$ cat config.mk
export PLATFORM = sky130hd
export DESIGN_NAME = regfile_mp
export DESIGN_NICKNAME = d
export VERILOG_FILES = /design/src/rtl/regfile_pkg.sv /design/src/rtl/regfile_scoreboard.sv /design/src/rtl/regfile_mp.sv
export SDC_FILE = /design/constraint.sdc
export NUM_CORES = 1
export LEC_CHECK = 0
export CELL_PAD_IN_SITES_DETAIL_PLACEMENT = 1
export CELL_PAD_IN_SITES_GLOBAL_PLACEMENT = 1
export CORE_AREA = 3 3 364 366
export DETAILED_ROUTE_END_ITERATION = 12
export DIE_AREA = 0 0 367 369
export GPL_TIMING_DRIVEN = 1
export PLACE_DENSITY = 0.71
export SYNTH_ARGS = -nofsm -noshare
export SYNTH_HDL_FRONTEND = slang
export SYNTH_SLANG_ARGS = --single-unit
$ cat constraint.sdc
create_clock -name CLK -period 7.2 [get_ports CLK]
set_input_delay 0.72 -clock CLK [delete_from_list [all_inputs] [get_ports CLK]]
set_output_delay 0.72 -clock CLK [all_outputs]
set_load 0.05 [all_outputs]
$ cat src/rtl/regfile_pkg.sv
// Shared types and default sizing for the multi-port register file.
package regfile_pkg;

  typedef enum logic {
    ST_CLEAR = 1'b0,
    ST_RUN   = 1'b1
  } rf_state_e;

  localparam int unsigned RF_DW = 32;
  localparam int unsigned RF_AW = 5;

endpackage

$ cat src/rtl/regfile_scoreboard.sv
// Per-register busy bits for multi-cycle producers, with write-bypass masking on lookup.
module regfile_scoreboard #(
  parameter int unsigned AW = 5,
  parameter int unsigned NR = 2
) (
  input  logic                   clk,
  input  logic                   rst_n,
  input  logic                   we,
  input  logic [AW-1:0]          wa,
  input  logic                   rsv,
  input  logic [AW-1:0]          rsv_a,
  input  logic [NR-1:0][AW-1:0]  ra,
  output logic [NR-1:0]          busy
);

  localparam int unsigned Depth = 2 ** AW;

  logic [Depth-1:0] busy_q, busy_d;

  // Set beats clear so a new producer reserving the same register keeps it busy.
  always_comb begin
    busy_d = busy_q;
    if (we)  busy_d[wa]    = 1'b0;
    if (rsv) busy_d[rsv_a] = 1'b1;
  end

  // Busy bits clear asynchronously on reset; we/rsv arrive pre-gated by the top.
  always_ff @(posedge clk or negedge rst_n) begin
    if (!rst_n) begin
      busy_q <= '0;
    end else begin
      busy_q <= busy_d;
    end
  end

  // Lookup per port; a same-cycle write releases the register unless it is re-reserved.
  always_comb begin
    busy = '0;
    for (int i = 0; i < NR; i++) begin
      busy[i] = busy_q[ra[i]] &&
                !(we && (wa == ra[i]) && !(rsv && (rsv_a == ra[i])));
    end
  end

endmodule

$ cat src/rtl/regfile_mp.sv
// Parametrised multi-read-port register file with zero register, write bypass,
// busy scoreboard and a post-reset clear sweep over the storage array.
module regfile_mp
  import regfile_pkg::*;
#(
  parameter int unsigned DW       = RF_DW,
  parameter int unsigned AW       = RF_AW,
  parameter int unsigned NR       = 2,
  parameter int unsigned ZERO_REG = 1
) (
  input  logic                  CLK,
  input  logic                  RST_N,
  input  logic [NR-1:0][AW-1:0] RA,
  output logic [NR-1:0][DW-1:0] RD,
  output logic [NR-1:0]         RD_BUSY,
  input  logic                  WE3,
  input  logic [AW-1:0]         A3,
  input  logic [DW-1:0]         WD3,
  input  logic                  RSV,
  input  logic [AW-1:0]         RSV_A,
  output logic                  READY
);

  localparam int unsigned Depth = 2 ** AW;
  localparam logic [AW:0] LastIdx = (AW+1)'(Depth - 1);
  localparam bit ZeroEn = (ZERO_REG != 0);

  rf_state_e   state_q, state_d;
  logic [AW:0] idx_q, idx_d;
  logic        run;

  logic          we_eff, rsv_eff;
  logic          mem_we;
  logic [AW-1:0] mem_wa;
  logic [DW-1:0] mem_wd;
  logic [DW-1:0] mem [Depth];

  assign run = (state_q == ST_RUN);

  // Writes and reserves only take effect in run, and never touch r0 when it is hardwired.
  assign we_eff  = run && WE3 && !(ZeroEn && (A3 == '0));
  assign rsv_eff = run && RSV && !(ZeroEn && (RSV_A == '0));

  // State and sweep index; reset restarts the sweep from entry 0.
  always_ff @(posedge CLK or negedge RST_N) begin
    if (!RST_N) begin
      state_q <= ST_CLEAR;
      idx_q   <= '0;
    end else begin
      state_q <= state_d;
      idx_q   <= idx_d;
    end
  end

  // Sweep advances one entry per edge and hands over to run after the last entry.
  always_comb begin
    state_d = state_q;
    idx_d   = idx_q;
    unique case (state_q)
      ST_CLEAR: begin
        idx_d = idx_q + 1'b1;
        if (idx_q == LastIdx) state_d = ST_RUN;
      end
      ST_RUN: begin
        idx_d = idx_q;
      end
      default: state_d = ST_CLEAR;
    endcase
  end

  // Outputs of the sweep FSM: ready flag and the array write port selection.
  always_comb begin
    READY  = run;
    mem_we = we_eff;
    mem_wa = A3;
    mem_wd = WD3;
    if (!run) begin
      mem_we = 1'b1;
      mem_wa = idx_q[AW-1:0];
      mem_wd = '0;
    end
  end

  // Storage has no reset so it can map onto RAM; the sweep initialises it.
  always_ff @(posedge CLK) begin
    if (mem_we) mem[mem_wa] <= mem_wd;
  end

  // Combinational read ports: zero register, then bypass, then storage.
  always_comb begin
    RD = '0;
    for (int i = 0; i < NR; i++) begin
      if (!run || (ZeroEn && (RA[i] == '0))) begin
        RD[i] = '0;
      end else if (we_eff && (A3 == RA[i])) begin
        RD[i] = WD3;
      end else begin
        RD[i] = mem[RA[i]];
      end
    end
  end

  regfile_scoreboard #(
    .AW (AW),
    .NR (NR)
  ) u_scoreboard (
    .clk   (CLK),
    .rst_n (RST_N),
    .we    (we_eff),
    .wa    (A3),
    .rsv   (rsv_eff),
    .rsv_a (RSV_A),
    .ra    (RA),
    .busy  (RD_BUSY)
  );

endmodule
==> results.md <==
* Fraction of final layout cells sized beyond drive strength 1 at 24.3%
* Leakage dissipation at 18.9 nW
* Reg power frac at ~48%
* Switching portion of total power at between 20% and 30%
* Max-slew violation total from the final report at 0
* # resized after CTS at 0
* Slowest cell on crit path: sky130_fd_sc_hd__clkdlybuf4s50_1
* Crit path time final at ~5500 ps
* Largest net degree at the start of global routing at roughly 120
* Hold/Removal Path Class: in2async
* Power density relative to cell area at 244 nW/um2
* Design internal power at about 11 mW
* Antenna violations before repair at 5
* Element type at the critical path end: output port
* Area of the multi-input gates at 18800 um2
* Largest fanout of any net on the critical path at 32
* Placement-stage worst setup slack at about 1800 ps
* Setup fix buffers added after clock tree synthesis at 0
* Root Buffer Master: sky130_fd_sc_hd__clkbuf_16
* Worst path setup slack after routing at 1680 ps
* Largest vdd supply drop at 0.222 mV
* Fraction of power consumed by the clock network at between 40 and 50%
* Final layout net count at 3026
* Maximum clock skew at final layout at 37.1 ps
* DRC viols at 2
* Hold-fix buffers at CTS at 0
* Combinational share of power at 11.5%
* Number of detailed-route iterations in the first pass at 9
* Maximum clock frequency at 181 MHz
* Seq/Total Area, Yosys at 61.5%
* Setup TNS at 0 ps
* Sink count of the clock tree at 1063
* Port-buffer cells at 122
* Arrival @ worst endpoint at 4800 ps
* Initial standard-cell utilization of the core at 39.8%
* Drt via density at about 6.7
* Final hold violation count at 0
* H-tree lvl count at 3
* CP bufs+invs at 3
* Fill count at 12.3k
* Vias after detailed routing at 32.4k
* YS warnings at 0
* Clock latency on the worst-skew pair at 720 ps
* RePlAce Congestion at 0.850
* Core area at between 100000 and 150000 um2
* Total net switching power at 3.52 mW
* Vias in the first global route at around 34k
* Critical path type: in2out
* Worst Max-Slew Pin Slew at 1320 ps
* Std-Cell Rows at between 100 and 150
* Critical path, cell by cell: clkdlybuf4s50_1 -> or3_4 -> o31ai_4 -> o311ai_4 -> buf_4 -> a211oi_1 -> a211o_1 -> clkdlybuf4s50_1
* Type of origin of the critical path: input pin
* Aggregate routed wire length at 174000 um
* Synth Register Bits at 1063
* Worst max-slew margin expressed relative to the limit at between 10 and 15%
* Die height at 369 um
* Clock Tree Buf Depth at 3
* Max capacitance violation total at 0
* Maximum cell stage delay along the critical path at 820 ps
* GR Util All Layers at 25.3%
* Count of distinct cell types in the synthesized netlist at 48
* Clock transition at the registers of the reported paths at 70 ps
* Worst Path Required at 6480 ps
* CTS tree: built
* Area of all sequential standard cells at 31700 um2
* Synthesized cell area at 51600 um2
* Outcome: finished with violations
* Half-perimeter wire length after placement at 100000 um
* Global route overflow at 0
* Synth Net Count at 2964
* X dimension of the die at 367 um
* Post-route fraction of the period consumed by the critical path at 76.6%
* Number of failing setup endpoints in the final timing report at 0
* Avg WL per Cell at 36.2 um
* Violations in the final reports: design-rule violations
* Clock buffer count from CTS at 108
* Setup repair after global routing missed its margin: no
* Cell family contributing the most delay on the critical path: buffers and inverters
* I/O pin total at 123
* Initial DRC count at 4353
* Number of standard cells after synthesis at about 2.9k
* Synth-to-Final Area Change at 12.9%
* Mean instance size in the synthesized netlist at roughly 18 um2
* Die Footprint at between 100000 and 150000 um2
* Global-route wire length before repair at 248000 um
* Remaining number of nets flagged by the antenna check after routing at 0
* Most frequent CP cell: sky130_fd_sc_hd__clkdlybuf4s50_1
## power groups by stage
stage,combinational (mW),clock (mW),sequential [mW]
floorplan,1.03,0,6.96
global placement,1.57,0,6.97
detailed placement,1.60,0,6.97
CTS,1.61,5.80,6.84
global route,1.69,6.04,6.84
finish,1.63,5.73,6.84
## per-stage QoR
| stage | total power, mW | hold WS, ps | utilization [%] | area, um2 | std cells |
|---|---|---|---|---|---|
| 2_1_floorplan | 8.00 | 424 | - | 51600 | 2907 |
| 3_3_place_gp | 8.53 | 386 | 42.2 | 54700 | 4601 |
| 3_5_place_dp | 8.57 | 412 | 42.2 | 54700 | 4601 |
| 4_1_cts | 14.2 | 119 | 45.0 | 58200 | 4798 |
| 5_1_grt | 14.6 | 185 | 45.0 | 58200 | 4798 |
| 6_report | 14.2 | 132 | 45.0 | 58200 | 4799 |
## registers in the layout, summed over array words and instances (netlist names)
register / cells
idx_q: 6
u_scoreboard.busy_q: 32
READY: 1
mem: 1024
## per-layer routing
layer  share of wire, %  GRT usage [%]  wire (um)
met3                 11           5.94      19600
met4                3.5           8.24       6110
met5              0.015              0         26
met2                 46           39.4      79700
met1                 39           35.1      68500
## area by class of cell
class	instances	share of cell area (%)
flip-flops and latches	1063	54.5
inverters	5	0.0322
repair buffers	199	3.30
clock inverters	57	1.04
multi-input cells	1592	32.3
well taps	1742	3.74
clock buffers	140	5.06
diodes	1	0.00430
## synth_stat cells, drive strengths merged
library cell  count  area [um2]
nor3b             2        15.0
xor2              5        43.8
nor2b            73         457
and2             33         206
o21ai            60         300
nand3            15        75.1
ha                1        12.5
mux2i           336        3360
xnor2            20         175
buf             137         900
nand2            31         116
mux2              1        11.3
and3              5        31.3
a221oi          136        1190
or3               1        11.3
o41ai             2        17.5
a211oi          128        1260
clkbuf          110         417
mux4            392        8830
a22o              1        8.76
o311ai            2        52.6
or4               2        15.0
o22ai             1        6.26
o211ai            4        30.0
nand2b            9        56.3
a211o            64         561
nand3b            1        7.51
a31oi             1        6.26
edfxtp         1024       30700
nor3              4        30.0
or2               1        6.26
inv               5        18.8
dfrtp            39         976
o31ai             5        75.1
nand4             1        6.26
o21bai           65         488
nor2             50         188
a21o              4        30.0
a21oi            67         335
a22oi            69         518
## path summary, 6_finish.rpt
kind | startpoint | to | slack [ps] | cells past startpoint
max reg2reg | READY | mem[7][0] | 2980 | 5
min | RST_N | u_scoreboard.busy_q[3] | 130 | 1
max | A3[2] | RD[32] | 1680 | 8
min in group CLK | u_scoreboard.busy_q[0] | u_scoreboard.busy_q[0] | 440 | 0
max in group asynchronous | RST_N | READY | 6440 | 1
min reg2reg | u_scoreboard.busy_q[0] | u_scoreboard.busy_q[0] | 440 | 0
## kinds of logic after synthesis
kind of cell    after synthesis  synth area share, %
fa+ha+maj                     1               0.0242
compound gates              609                 9.46
xor+xnor                     25                0.424
flops                      1063                 61.5
simple gates                228                 2.37
buf+inv                     252                 2.59
mux                         729                 23.7
## layout by cell type (no fill, tap or decap), types with 64 or more instances in the layout
| master | count |
|---|---|
| sky130_fd_sc_hd__edfxtp_1 | 1024 |
| sky130_fd_sc_hd__mux4_2 | 392 |
| sky130_fd_sc_hd__mux2i_1 | 336 |
| sky130_fd_sc_hd__a221oi_1 | 136 |
| sky130_fd_sc_hd__clkdlybuf4s50_1 | 113 |
| sky130_fd_sc_hd__clkbuf_16 | 112 |
| sky130_fd_sc_hd__nor2b_1 | 71 |
| sky130_fd_sc_hd__buf_4 | 70 |
| sky130_fd_sc_hd__a22oi_1 | 69 |
| sky130_fd_sc_hd__a211oi_1 | 68 |
| sky130_fd_sc_hd__a21oi_1 | 67 |
| sky130_fd_sc_hd__o21bai_1 | 65 |
| sky130_fd_sc_hd__a211o_1 | 64 |
Note: power is estimated with default switching activity, not from simulation.
